## src/rtl/quad_step_decoder.sv

```systemverilog
`default_nettype none
// ============================================================================
//  Module      : quad_step_decoder
//  Description : Synchronises and glitch-filters a two-phase quadrature input,
//                then emits one-clock step pulses with a direction flag and a
//                sticky error on illegal (double-bit) transitions.
//  Revision    : 1.0  initial release
// ============================================================================
module quad_step_decoder #(
    parameter int FILT_CYCLES = 4,
    parameter int FILT_W      = 3
) (
    input  logic clk,
    input  logic reset,
    input  logic a_in,
    input  logic b_in,
    input  logic err_clr,
    output logic step,
    output logic dir,
    output logic err
);

    localparam logic [FILT_W-1:0] c_filt_done = FILT_W'(FILT_CYCLES);
    localparam logic [FILT_W-1:0] c_cnt_one   = FILT_W'(1);

    // Bit 1 carries phase A, bit 0 carries phase B throughout.
    logic [1:0] r_meta;
    logic [1:0] r_sync;
    logic [1:0] w_filt;
    logic [1:0] r_state;
    logic [1:0] r_prev;
    logic       r_step;
    logic       r_dir;
    logic       r_err;
    logic       w_fwd;
    logic       w_rev;
    logic       w_ill;

    always_ff @(posedge clk or negedge reset) begin
        if (!reset) begin
            r_meta <= 2'b00;
            r_sync <= 2'b00;
        end else begin
            r_meta <= {a_in, b_in};
            r_sync <= r_meta;
        end
    end

    for (genvar gi = 0; gi < 2; gi++) begin : g_filt
        logic [FILT_W-1:0] r_cnt;
        logic [FILT_W-1:0] w_cnt_inc;
        logic              r_flt;

        assign w_cnt_inc  = r_cnt + c_cnt_one;
        assign w_filt[gi] = r_flt;

        // The counter is cleared on acceptance, so it tops out at FILT_CYCLES-1.
        always_ff @(posedge clk or negedge reset) begin
            if (!reset) begin
                r_cnt <= '0;
                r_flt <= 1'b0;
            end else if (r_sync[gi] == r_flt) begin
                r_cnt <= '0;
            end else if (w_cnt_inc == c_filt_done) begin
                r_flt <= r_sync[gi];
                r_cnt <= '0;
            end else begin
                r_cnt <= w_cnt_inc;
            end
        end
    end

    // Forward order 00->01->11->10->00; reverse is the mirror sequence.
    assign w_fwd = (r_state == {r_prev[0], ~r_prev[1]});
    assign w_rev = (r_state == {~r_prev[0], r_prev[1]});
    assign w_ill = ((r_state ^ r_prev) == 2'b11);

    always_ff @(posedge clk or negedge reset) begin
        if (!reset) begin
            r_state <= 2'b00;
            r_prev  <= 2'b00;
            r_step  <= 1'b0;
            r_dir   <= 1'b0;
            r_err   <= 1'b0;
        end else begin
            r_state <= w_filt;
            r_prev  <= r_state;
            r_step  <= w_fwd | w_rev;
            if (w_fwd) begin
                r_dir <= 1'b1;
            end else if (w_rev) begin
                r_dir <= 1'b0;
            end
            if (w_ill) begin
                r_err <= 1'b1;
            end else if (err_clr) begin
                r_err <= 1'b0;
            end
        end
    end

    assign step = r_step;
    assign dir  = r_dir;
    assign err  = r_err;

endmodule
`default_nettype wire

```

## config.mk

```make
export PLATFORM = sky130hd
export DESIGN_NAME = quad_step_decoder
export DESIGN_NICKNAME = d
export VERILOG_FILES = /design/src/rtl/quad_step_decoder.sv
export SDC_FILE = /design/constraint.sdc
export NUM_CORES = 1
export LEC_CHECK = 0
export CAP_MARGIN = 20
export CORE_MARGIN = 5
export CORE_UTILIZATION = 40
export CTS_CLUSTER_DIAMETER = 50
export DETAILED_ROUTE_END_ITERATION = 8
export GPL_TIMING_DRIVEN = 0
export PLACE_DENSITY = 0.56
export SYNTH_ARGS = -nofsm -noshare
export SYNTH_HDL_FRONTEND = slang
export SYNTH_SLANG_ARGS = --single-unit
```

## constraint.sdc

```tcl
create_clock -name clk -period 3.15 [get_ports clk]
set_input_delay 0.315 -clock clk [delete_from_list [all_inputs] [get_ports clk]]
set_output_delay 0.315 -clock clk [all_outputs]
set_load 0.1 [all_outputs]
```

* Word-level counts from Yosys, hierarchy flattened
Cells that the tools add are included.
** Cells by class
- $add $sub $neg :: 2
- $mul :: 0
- Div/mod/pow operators :: 0
- Order comparisons :: 0
- Equality and inequality tests :: 7
- Shift operators :: 0
- Mux-type cells :: 8
- Bitwise logic cells :: 6
- Reduce and logical (&&, ||, !) cells :: 4
** Operators by type and width (count)
- 2-to-1 mux 3 bit :: 4
- adder 3 x 1 -> 3 bit, second input constant :: 2
- equality test 3 bit, second input constant :: 2
- equality test 2 bit :: 2
- 2-to-1 mux 1 bit :: 4
- NOT 1 bit :: 4
- AND reduction 2 bit :: 2
- nonzero test 2 bit :: 2
- equality test 1 bit :: 2
- equality test 2 bit, second input constant :: 1
- XOR 2 bit :: 1
- OR 1 bit :: 1
** Word-level totals
- Bits in registers :: 19
- Bits in latches :: 0
- Bits in writable memories :: 0
- Memory bits (read-only) :: 0
- Input port bits :: 5
- Output and inout port bits :: 3
- Logic and storage cells :: 38
- Memories :: 0

* Logic depth before layout (Yosys ltp)
- Depth in word-level cells :: 4
- Mapped depth :: 4
- Depth with buffers taken out :: 4

* Worst setup path before layout
No wires, ideal clock.
- Path kind :: register to register
- From :: reg dir (netlist name)
- To :: reg r_dir (netlist: dir)
- Library setup time :: 0.131 ns
- Data arrival time :: 1.202 ns
- Required time :: 3.019 ns
- Setup slack :: 1.817 ns
- Cell stages (with the launch flop) :: 2
- Path buffers :: 0
- Clock period less this slack :: 1.333 ns
- Cells stage by stage :: dfrtp_1 maj3_1
** RTL lines
- end signal, assigned :: line 83 : r_dir <= 1'b0;
- end signal, assigned :: line 90 : r_dir <= 1'b1;
- end signal, assigned :: line 92 : r_dir <= 1'b0;
- end, declared :: line 33 : logic r_dir;

* Worst setup path after layout
- From :: reg r_dir (netlist: dir)
- To :: out dir
** RTL lines
- end, declared :: line 19 : output logic dir,
No word-level cell between the ends.

==> results.sh <==
export IMPL_status="finished, final reports clean"
export IMPL_setup_viol=0
export IMPL_grt_pass1_vias=408
export IMPL_grt_setup_unrepaired="false"
export IMPL_synth_top_family_by_area="XOR/XNOR gates"
export IMPL_hold_viol=0
export IMPL_ys_types=12
export IMPL_via_count=361
export IMPL_final_cell_mix="dfrtp_1 (19), clkdlybuf4s50_1 (7), xnor2_1 (5)"
export IMPL_synth_xor_area_frac=0.112
export IMPL_drtPass1Iterations=2
export IMPL_htreeDepth=1
export IMPL_yosysWarnings=0
export IMPL_synthCells=45
export IMPL_synth_area_um2=704
export IMPL_grt_pass1_wl_mm=1.66
export IMPL_synthTopCellsByArea="dfrtp_1 (67%), ha_1 (7.1%), xnor2_1 (6.2%)"
export IMPL_final_net_count=66
export IMPL_wl_um=889
export IMPL_place_detailed_hpwl_um=664
export IMPL_cts_root_buf="clkbuf_4"
export IMPL_vdd_drop_max_uv=416
export IMPL_seqCellArea_um2=475
export IMPL_die_w_um=52.0
export IMPL_antenna_found_initial=0
export IMPL_fin_crit_ns=2.09
export IMPL_diodes=0
export IMPL_cp_slowest_cell="clkdlybuf4s50_1"
export IMPL_syn_nets=54
export IMPL_slowest_delay_ns=1.13
export IMPL_io_pins=8
export IMPL_slew_violations=0
export IMPL_yosysSeqAreaShare=0.675
export IMPL_io_buffers=7
export IMPL_syn_avg_cell_area_um2=15.7
export IMPL_track_usage=0.0847
export IMPL_power_w=0.000798
export IMPL_ctsHoldBuffers=0
export IMPL_critPathMaxFanout=2
export IMPL_drc=0
export IMPL_fillerInstances=150
export IMPL_drv_cap=0
export IMPL_worst_slew_pin_transition_ns=0.963
export IMPL_clock_latency_ns=0.28
export IMPL_die_area_um2=2700
export IMPL_yosysTopAreaCell="dfrtp_1"
export IMPL_ys_ff_latch=19
export IMPL_muxShareOfSynthArea=0.0426
export IMPL_cts_buffer_depth=2
export IMPL_cts_clk_slew_worst_paths_ns=0.10
export IMPL_clock_sinks=19
export IMPL_arrival_ns=1.78
export IMPL_post_cts_buffers=0
export IMPL_fp_dieH_um=52.0
export IMPL_start_util=0.412
export IMPL_core_um2=1710
export IMPL_cp_num_buf_inv=1
export IMPL_cp_cell_sequence="clkdlybuf4s50_1"
export IMPL_period_share=0.665
export IMPL_first_iter_violations=2
export IMPL_cts_buffers=3
export IMPL_p_per_area_nw_per_um2=958
export IMPL_post_route_cells_drive_above_1_share=0.107
export IMPL_setup_tns_ns=0
export IMPL_cts_tree="done"
export IMPL_end_kind="output port"
export IMPL_yosys_area_share_simple=0.0497
export IMPL_path_class="reg2out"
export IMPL_p_leak_nw=0.393
export IMPL_rows=15
export IMPL_final_common_cell="dfrtp_1"
export IMPL_wire_per_inst_um=11.0
export IMPL_synthAdderAreaFrac=0.0853
export IMPL_hp_class="reg2reg"
export IMPL_ant_nets=0
export IMPL_synth_compound_area_frac=0.0302
export IMPL_area_delta_synth_final_pct=18.3
export IMPL_fin_skew_ns=0.00345
export IMPL_timing_slew_headroom=0.356
export IMPL_grt_max_degree=20
export IMPL_viasPerCell=4.46
export IMPL_routabilityCongestion=0.695
export IMPL_multiInputGateArea_um2=225
export IMPL_cp_top_family="buffers and inverters"
export IMPL_grt_overflow=0
export IMPL_synth_top_area_share=0.675
export IMPL_cts_resized=0
export IMPL_max_freq_mhz=478
export IMPL_startpoint_type="register"
export IMPL_required_ns=2.83
## synth_stat cells (all sizes together)
| master | count |
|---|---|
| a211oi | 2 |
| dfrtp | 19 |
| ha | 4 |
| inv | 1 |
| maj3 | 1 |
| mux2 | 2 |
| nand2 | 2 |
| nor2b | 2 |
| nor3b | 2 |
| o22ai | 1 |
| xnor2 | 5 |
| xor2 | 4 |
## per-stage QoR
step | setup slack [ns] | std cells | cell area, um^2 | util | hold WS [ns]
finish | 1.06 | 81 | 833 | 0.488 | 0.363
global route | 0.986 | 81 | 833 | 0.488 | 0.374
CTS | 1.02 | 81 | 833 | 0.488 | 0.363
detailed placement | 1.36 | 77 | 806 | 0.472 | 0.343
global placement | 1.37 | 77 | 806 | 0.472 | 0.334
floorplan | 1.82 | 45 | 704 | - | 0.0194
## report_power, final
part	total [W]	leakage (nW)	switching [W]	internal (W)
clock	0.000114	0.0177	0.0000670	0.0000471
combinational	0.000311	0.131	0.000191	0.000120
sequential	0.000374	0.243	0.0000526	0.000321
total	0.000798	0.393	0.000310	0.000488
## state kept, by name (all words and copies together) (netlist names)
register,count
r_sync,2
r_state,2
g_filt.r_cnt,6
r_prev,2
dir,1
step,1
r_meta,2
g_filt.r_flt,2
err,1
## per-layer routing
| layer | track usage | vias up | share of wire |
|---|---|---|---|
| li1 | - | 172 | - |
| met1 | 0.0919 | 181 | 0.44 |
| met2 | 0.140 | 8 | 0.50 |
| met3 | 0.0372 | 0 | 0.062 |
| met4 | 0.0393 | 0 | 0 |
| met5 | 0 | - | 0 |
## worst reg2reg max path: cells and delay by family, from the launching register on
kind	cells	cell delay, ns
adders and majority gates	1	0.21
xor gates and xnor gates	1	0.22
and+or+nand+nor	1	0.10
DFF	1	0.41
muxes	1	0.30
## path summary, 6_finish.rpt
| kind | startpoint | to | slack [ns] | cells past startpoint |
|---|---|---|---|---|
| min in group asynchronous | reset | dir | 0.49 | 1 |
| hold / removal | r_meta[1] | r_sync[1] | 0.36 | 0 |
| setup reg to reg | g_filt[0].r_cnt[0] | g_filt[0].r_flt | 1.80 | 4 |
| max in group asynchronous | reset | g_filt[1].r_flt | 2.15 | 1 |
| setup / recovery | dir | dir | 1.06 | 1 |
| hold reg to reg | r_meta[1] | r_sync[1] | 0.36 | 0 |
## area by class of cell
cell class / instances / share of cell area
multi-input combinational: 25 / 0.270
timing repair buffer: 7 / 0.0841
tap: 25 / 0.0375
clock buffer: 3 / 0.0270
inverter: 1 / 0.00450
sequential: 19 / 0.571
clock inverter: 1 / 0.00601
## logic make-up after synthesis
family,Yosys count
adder cells (fa/ha/maj),5
multiplexers,2
flip-flops,19
AND/OR/NAND/NOR,6
XOR/XNOR,9
AO/OA/AOI/OAI,3
buffers and inverters,1
Power figures use the tool's default switching activity.
